==> config.mk <==
export PLATFORM = sky130hd
export DESIGN_NAME = mem_port_arbiter
export DESIGN_NICKNAME = d
export VERILOG_FILES = /design/src/rtl/mem_port_arbiter.sv
export SDC_FILE = /design/constraint.sdc
export NUM_CORES = 1
export LEC_CHECK = 0
export ABC_AREA = 1
export CAP_MARGIN = 15
export CELL_PAD_IN_SITES_DETAIL_PLACEMENT = 0
export CELL_PAD_IN_SITES_GLOBAL_PLACEMENT = 1
export CORE_UTILIZATION = 38
export CTS_CLUSTER_SIZE = 40
export DETAILED_ROUTE_END_ITERATION = 12
export GPL_TIMING_DRIVEN = 0
export PLACE_DENSITY_LB_ADDON = 0.3
export SYNTH_ARGS = -nofsm -noshare
export SYNTH_HDL_FRONTEND = slang
export SYNTH_SLANG_ARGS = --single-unit
==> constraint.sdc <==
create_clock -name clk -period 21.4 [get_ports clk]
set_input_delay 2.14 -clock clk [delete_from_list [all_inputs] [get_ports clk]]
set_output_delay 2.14 -clock clk [all_outputs]
set_load 0.01 [all_outputs]
==> src/rtl/mem_port_arbiter.sv <==
// Shares the unified memory data port between the CPU load/store unit and the UART boot loader.
// Define MEM_PORT_ARBITER_CHECKSUM_EN to add ld_csum, the XOR of every loader-written doubleword.
module mem_port_arbiter #(
    parameter int unsigned  N            = 64,
    parameter logic [N-1:0] LOAD_BASE    = '0,
    parameter int unsigned  STARVE_LIMIT = 4
) (
    input  logic         clk,
    input  logic         reset,
    input  logic         cpu_req,
    input  logic [1:0]   cpu_we,
    input  logic         cpu_dword,
    input  logic [N-1:0] cpu_adr,
    input  logic [N-1:0] cpu_wdata,
    output logic         cpu_ack,
    output logic         cpu_rvalid,
    output logic [N-1:0] cpu_rdata,
    input  logic         ld_en,
    input  logic         rx_valid,
    input  logic [7:0]   rx_byte,
    output logic [15:0]  ld_count,
    output logic         ld_overflow,
`ifdef MEM_PORT_ARBITER_CHECKSUM_EN
    output logic [N-1:0] ld_csum,
`endif
    output logic [N-1:0] mem_adr,
    output logic [N-1:0] mem_wdata,
    output logic [1:0]   mem_memwrite,
    output logic         mem_memread,
    output logic         mem_dword,
    input  logic [N-1:0] mem_readdata
);
    localparam int unsigned SW = (STARVE_LIMIT < 1) ? 1 : $clog2(STARVE_LIMIT + 1);
    localparam logic [SW-1:0] STARVE_MAX = SW'(STARVE_LIMIT);

    typedef enum logic [1:0] {IDLE, ISSUE, RDWAIT} state_t;

    state_t        state, state_nx;
    logic          grant_cpu, grant_ld;
    logic          owner_ld, issue_rd;
    logic          ld_en_q, ld_rise, ld_issue;
    logic          ld_pend;
    logic          byte_in, last_byte, xfer, drop;
    logic [2:0]    byte_cnt;
    logic [N-1:0]  ld_asm, asm_nx, ld_hold, ld_adr;
    logic [SW-1:0] starve_cnt;

    assign ld_rise   = ld_en & ~ld_en_q;
    assign ld_issue  = (state == ISSUE) && owner_ld;
    assign byte_in   = ld_en & rx_valid;
    assign last_byte = byte_in && (byte_cnt == 3'd7);
    // The holding register frees up in the loader's own ISSUE cycle, so a word can move in then.
    assign xfer      = last_byte && (!ld_pend || ld_issue);
    assign drop      = last_byte && ld_pend && !ld_issue;
    assign asm_nx    = {ld_asm[N-9:0], rx_byte};
    assign cpu_rdata = cpu_rvalid ? mem_readdata : '0;

    always_comb begin
        state_nx  = state;
        grant_cpu = 1'b0;
        grant_ld  = 1'b0;
        case (state)
            IDLE: begin
                if (ld_pend && (starve_cnt >= STARVE_MAX)) grant_ld = 1'b1;
                else if (cpu_req)                          grant_cpu = 1'b1;
                else if (ld_pend)                          grant_ld = 1'b1;
                if (grant_cpu || grant_ld) state_nx = ISSUE;
            end
            ISSUE:   state_nx = (!owner_ld && issue_rd) ? RDWAIT : IDLE;
            RDWAIT:  state_nx = IDLE;
            default: state_nx = IDLE;
        endcase
    end

    always_ff @(posedge clk or posedge reset) begin
        if (reset) begin
            state        <= IDLE;
            owner_ld     <= 1'b0;
            issue_rd     <= 1'b0;
            cpu_ack      <= 1'b0;
            cpu_rvalid   <= 1'b0;
            mem_adr      <= '0;
            mem_wdata    <= '0;
            mem_memwrite <= '0;
            mem_memread  <= 1'b0;
            mem_dword    <= 1'b0;
        end else begin
            state        <= state_nx;
            cpu_ack      <= grant_cpu;
            cpu_rvalid   <= (state == ISSUE) && !owner_ld && issue_rd;
            mem_memread  <= grant_cpu && (cpu_we == 2'd0);
            mem_dword    <= grant_cpu && (cpu_we == 2'd0) && cpu_dword;
            mem_memwrite <= grant_cpu ? cpu_we : (grant_ld ? 2'd3 : 2'd0);
            if (grant_cpu) begin
                owner_ld  <= 1'b0;
                issue_rd  <= (cpu_we == 2'd0);
                mem_adr   <= cpu_adr;
                mem_wdata <= cpu_wdata;
            end else if (grant_ld) begin
                owner_ld  <= 1'b1;
                issue_rd  <= 1'b0;
                mem_adr   <= ld_adr;
                mem_wdata <= ld_hold;
            end
        end
    end

    always_ff @(posedge clk or posedge reset) begin
        if (reset) begin
            ld_en_q     <= 1'b0;
            byte_cnt    <= '0;
            ld_asm      <= '0;
            ld_hold     <= '0;
            ld_pend     <= 1'b0;
            ld_adr      <= LOAD_BASE;
            ld_count    <= '0;
            ld_overflow <= 1'b0;
            starve_cnt  <= '0;
        end else begin
            ld_en_q <= ld_en;
            if (!ld_en) begin
                byte_cnt <= '0;
            end else if (byte_in && !drop) begin
                ld_asm   <= asm_nx;
                byte_cnt <= byte_cnt + 3'd1;
            end
            if (xfer) ld_hold <= asm_nx;

            if (xfer)          ld_pend <= 1'b1;
            else if (ld_issue) ld_pend <= 1'b0;

            if (ld_rise) begin
                ld_adr   <= LOAD_BASE;
                ld_count <= '0;
            end else if (ld_issue) begin
                ld_adr   <= ld_adr + N'(8);
                ld_count <= ld_count + 16'd1;
            end

            if (ld_rise)   ld_overflow <= 1'b0;
            else if (drop) ld_overflow <= 1'b1;

            if (ld_issue)
                starve_cnt <= '0;
            else if (ld_pend && (starve_cnt < STARVE_MAX))
                starve_cnt <= starve_cnt + SW'(1);
        end
    end

`ifdef MEM_PORT_ARBITER_CHECKSUM_EN
    always_ff @(posedge clk or posedge reset) begin
        if (reset)         ld_csum <= '0;
        else if (ld_rise)  ld_csum <= '0;
        else if (ld_issue) ld_csum <= ld_csum ^ mem_wdata;
    end
`endif

endmodule

### Yosys cells after proc, flatten, opt, wreduce, memory -nomap -nowiden

Cells that the tools add are included.

* input bits: 208
* bits in registers: 347
* output and inout port bits: 215
* word-level logic and storage cells: 94

* $add $sub $neg: 4
* eq/ne operators: 4
* bitwise gates (word level): 3
* magnitude comparators: 2
* reduce and logical (&&, ||, !) cells: 27
* mux-type cells: 35

Operators with widths (count)
* $mux 64: 7
* $add 64x4->64 const B: 1
* $mux 16: 2
* $mux 1: 17
* $add 16x1->16 const B: 1
* $logic_and 1x1->1: 13
* $mux 3: 4
* $reduce_bool 2->1: 5
* $mux 2: 4
* $add 3x1->3 const B: 2
* $logic_not 1->1: 4
* $logic_not 2->1: 2
* $pmux 2 s2: 1
* $eq 3x3->1 const B: 1
* $ge 3x3->1 const B: 1
* $lt 3x3->1 const B: 1
* $and 1x1->1: 2
* $eq 2x1->1 const B: 1
* $logic_or 1x1->1: 2
* $ne 2x1->1 const B: 1
* $ne 2x2->1 const B: 1
* $reduce_and 2->1: 1
* $not 1->1: 1

### Logic depth before layout (Yosys ltp)

* depth in word-level cells: 8
* depth in mapped cells: 11
* mapped depth without buffers: 11

### Least setup slack after synthesis

Ideal clock, no wire load.

* path kind: input -> output
* start point: in mem_readdata[10]
* end point: out cpu_rdata[10]
* path buffers: 0
* stages on the path: 2
* required time: 19.260 ns
* slack: 16.989 ns
* arrival time: 2.271 ns
* cell sequence: nand2_1 inv_1

* longest elaborated chain between the ends: 1

Ends and longest elaborated chain
* start: declaration: RTL line 31 `input logic [N-1:0] mem_readdata`
* $mux 64: RTL line 56 `assign cpu_rdata = cpu_rvalid ? mem_readdata : '0;`
* end: declaration: RTL line 17 `output logic [N-1:0] cpu_rdata,`

Every way passes these cells.

### Final worst setup path

Same ends and word-level chain as after synthesis.

==> impl_metrics.py <==
metrics = {
    "run_status": {
        "status": "finished, final reports clean",
    },
    "critical_path": {
        "r2r_cells": 7,
        "crit_type": "primary input to output pin",
        "critPathMaxFanout": 1,
        "crit_chain": "clkdlybuf4s50_1 > nand2_1 > inv_1 > clkdlybuf4s50_1",
        "critPathCaptureType": "output pin",
        "slowest_delay_ns": 0.69,
        "regToRegSetupSlack_ns": 19.01,
        "crit_family": "buffers and inverters",
        "reg2reg_to": "mem_adr[24]",
        "critPathMostFrequentCell": "clkdlybuf4s50_1",
        "timing.rr.start": "state[0]",
        "path_buf_inv": 3,
        "cp_slowest_cell": "clkdlybuf4s50_1",
        "critical_path.startpoint_type": "primary input",
        "required_ns": 19.26,
        "crit_arrival_ns": 3.42,
    },
    "hold_path": {
        "worstHoldStart": "ld_asm[34]",
        "min_path_cells": 2,
        "hold_class": "flop to flop",
        "min_to": "ld_asm[42]",
    },
    "drt": {
        "routed_wl_mm": 56.0,
        "wl_met1_mm": 24.8,
        "dr_wl_met3_mm": 3.02,
        "post-route-drc-count": 0,
        "first_pass_iters": 5,
        "routedWlPerCell_um": 18.5,
        "via_count": 14900,
        "drtIter0Drc": 953,
        "vias_per_cell": 4.93,
        "dr.max_layer_used": "met5",
        "met2_length_mm": 26.7,
        "ant_nets": 0,
    },
    "grt": {
        "grt_pass1_wl_mm": 83.0,
        "antenna_found_initial": 3,
        "grt.total_usage": 0.260,
        "grt_pass1_vias": 14316,
        "grt-ovfl-total": 0,
        "grt_max_degree": 95,
    },
    "power": {
        "ir_drop_mv": 0.0654,
        "powerDensity_nw_per_um2": 106,
        "leakage_nw": 10.3,
    },
    "die": {
        "core_um2": 40900,
        "io_pins": 423,
        "dieHeight_um": 206,
        "initial_core_util": 0.387,
        "die_x_um": 206,
        "dieArea_um2": 42500,
        "num_rows": 74,
    },
    "yosys": {
        "ys_ff_latch": 344,
        "synthSimpleGateAreaFrac": 0.281,
        "yosysWarnings": 0,
        "synth_top_area_cell": "dfrtp_1",
        "synth_area_leaders": "dfrtp_1 54%, nand2_1 17%, inv_1 5.2%",
        "synth_adder_area_share": 0.00395,
        "synthXorXnorAreaFrac": 0.00111,
        "synth_top_family_by_area": "simple AND/OR/NAND/NOR gates",
        "syn-instance-count": 1997,
        "synthMuxAreaShare": 0.00782,
        "avgSynthCellArea_um2": 7.93,
        "yosys.cell_types.count": 39,
        "synth_nets": 2210,
        "ys_seq_area_frac": 0.544,
        "syn-cell-area_um2": 15800,
        "yosysTopAreaCellShare": 0.544,
        "synth_compound_area_frac": 0.0852,
    },
    "place": {
        "pre_cts_ws_ns": 15.89,
        "io_buffers": 422,
        "dp_hpwl_mm": 42.8,
        "place.gp.congestion": 0.920,
        "place_inst": 2954,
        "placed_area_um2": 20800,
    },
    "clock_network": {
        "clkSinkCount": 344,
        "post_cts_buffers": 0,
        "cts_htree_levels": 2,
        "path_clk_slew_ns": 0.06,
        "postCtsResizedCells": 0,
        "cts-root-buf": "clkbuf_16",
        "cts_buffers": 39,
        "clock_latency_ns": 0.56,
        "hold_buffers": 0,
        "clockBufferDepth": 3,
        "tritoncts": "built",
    },
    "sta": {
        "finalSetupViolations": 0,
        "fin_worst_skew_ns": 0.0219,
        "min_period_ns": 5.56,
        "finalSetupTns_ns": 0,
        "hold_viol": 0,
        "whs_ns": 0.477,
        "rsz0062_at_grt": "no",
        "fmax_ghz": 0.180,
        "slew_violations": 0,
        "finalCritPeriodShare": 0.260,
        "relSlewSlack": 0.384,
        "worst_slew_pin_slew_ns": 0.925,
        "fin_ws_ns": 15.84,
    },
    "cells_and_area": {
        "area_growth_pct": 39.5,
        "final_nets": 2676,
        "regArea_um2": 8610,
        "fin_cells": 3023,
        "multiInputGateArea_um2": 6010,
        "final_area_um2": 22100,
        "layout-drive-gt1-share": 0.0611,
        "nFillCells": 3948,
    },
    "flow_run": {
        "max_cap_violations": 0,
    },
}
==> logic make-up (layout without fill, tap and decap cells) <==
kind of cell | after synthesis | count (layout)
buffers and inverters | 307 | 799
DFF | 344 | 344
AOI/OAI and AO/OA | 242 | 242
muxes | 11 | 11
and+or+nand+nor | 1086 | 1086
other | 0 | 2
adders and majority gates | 5 | 5
xor gates and xnor gates | 2 | 2
==> cell type report <==
class / instances / area share
Sequential cell: 344 / 0.390
Timing Repair Buffer: 425 / 0.195
Buffer: 83 / 0.0173
Multi-Input combinational cell: 1346 / 0.272
Clock inverter: 13 / 0.00765
Inverter: 224 / 0.0384
Clock buffer: 54 / 0.0499
Tap cell: 532 / 0.0301
Antenna cell: 2 / 0.000227
==> metal layers <==
metal / up-vias / GRT usage
met4: 2 / 0.0832
met5: - / 0
li1: 7217 / -
met3: 83 / 0.0386
met1: 7196 / 0.363
met2: 402 / 0.416
==> cells in the mapped netlist, drive strengths merged <==
| library cell | instances |
|---|---|
| or2 | 3 |
| a21oi | 53 |
| o21ai | 138 |
| o21a | 1 |
| nor3 | 26 |
| nand3 | 136 |
| a22o | 3 |
| xor2 | 1 |
| xnor2 | 1 |
| o211ai | 41 |
| nor2 | 179 |
| and2 | 3 |
| nand4 | 13 |
| a211oi | 1 |
| nand3b | 1 |
| mux2 | 11 |
| clkinv | 1 |
| buf | 45 |
| o21bai | 1 |
| inv | 223 |
| nand2 | 721 |
| ha | 5 |
| nor3b | 2 |
| a31oi | 4 |
| nor4 | 2 |
| clkbuf | 38 |
| dfrtp | 344 |
==> where the power goes <==
| part | switching, mW | internal, mW |
|---|---|---|
| Sequential | 0.0866 | 0.798 |
| Clock | 0.279 | 0.397 |
| Combinational | 0.410 | 0.372 |
==> worst max-delay path by stage <==
stage                           startpoint       endpoint  slack, ns  cells past startpoint
final                     mem_readdata[10]  cpu_rdata[10]      15.84                      4
after global routing      mem_readdata[10]  cpu_rdata[10]      15.85                      4
after CTS                 mem_readdata[10]  cpu_rdata[10]      15.89                      4
after detailed placement  mem_readdata[10]  cpu_rdata[10]      15.89                      4
after global placement               reset    mem_adr[45]       5.23                      2
after floorplan                      reset    byte_cnt[0]       9.72                      1
==> worst register-to-register path, stage by stage, from the launching register on <==
cell and delay, ns:
dfrtp_1 0.40, or2_1 0.30, nor2_4 0.16, nor2_2 0.46, buf_2 0.44, buf_2 0.37, nand2_1 0.10, nand3_1 0.08
==> through the flow <==
step	utilization	total power, mW
final	0.540	2.34
after global routing	0.540	2.46
after CTS	0.540	2.37
after detailed placement	0.509	1.68
after global placement	0.506	1.67
after floorplan	-	1.22
==> cells in the final DEF (no fill, tap or decap), drive strengths merged, types with 2 or more instances in the layout <==
cell type / count
mux2: 11
nor2: 179
bufinv: 3
or2: 3
nand3: 136
buf: 48
nor3b: 2
clkinv: 9
and2: 3
a21oi: 53
ha: 5
clkdlybuf4s50: 422
inv: 224
nand4: 13
diode: 2
nor3: 26
clkbuf: 92
nand2: 721
o211ai: 41
o21ai: 138
a31oi: 4
dfrtp: 344
a22o: 3
nor4: 2
==> sequential cells by signal, summed over array words and instances (netlist names), 2 cells and up <==
register / flops
byte_cnt: 3
starve_cnt: 3
mem_memwrite: 2
ld_adr: 61
mem_adr: 64
state: 2
ld_count: 16
ld_asm: 56
mem_wdata: 64
ld_hold: 64
(Power assumes the default switching activity.)
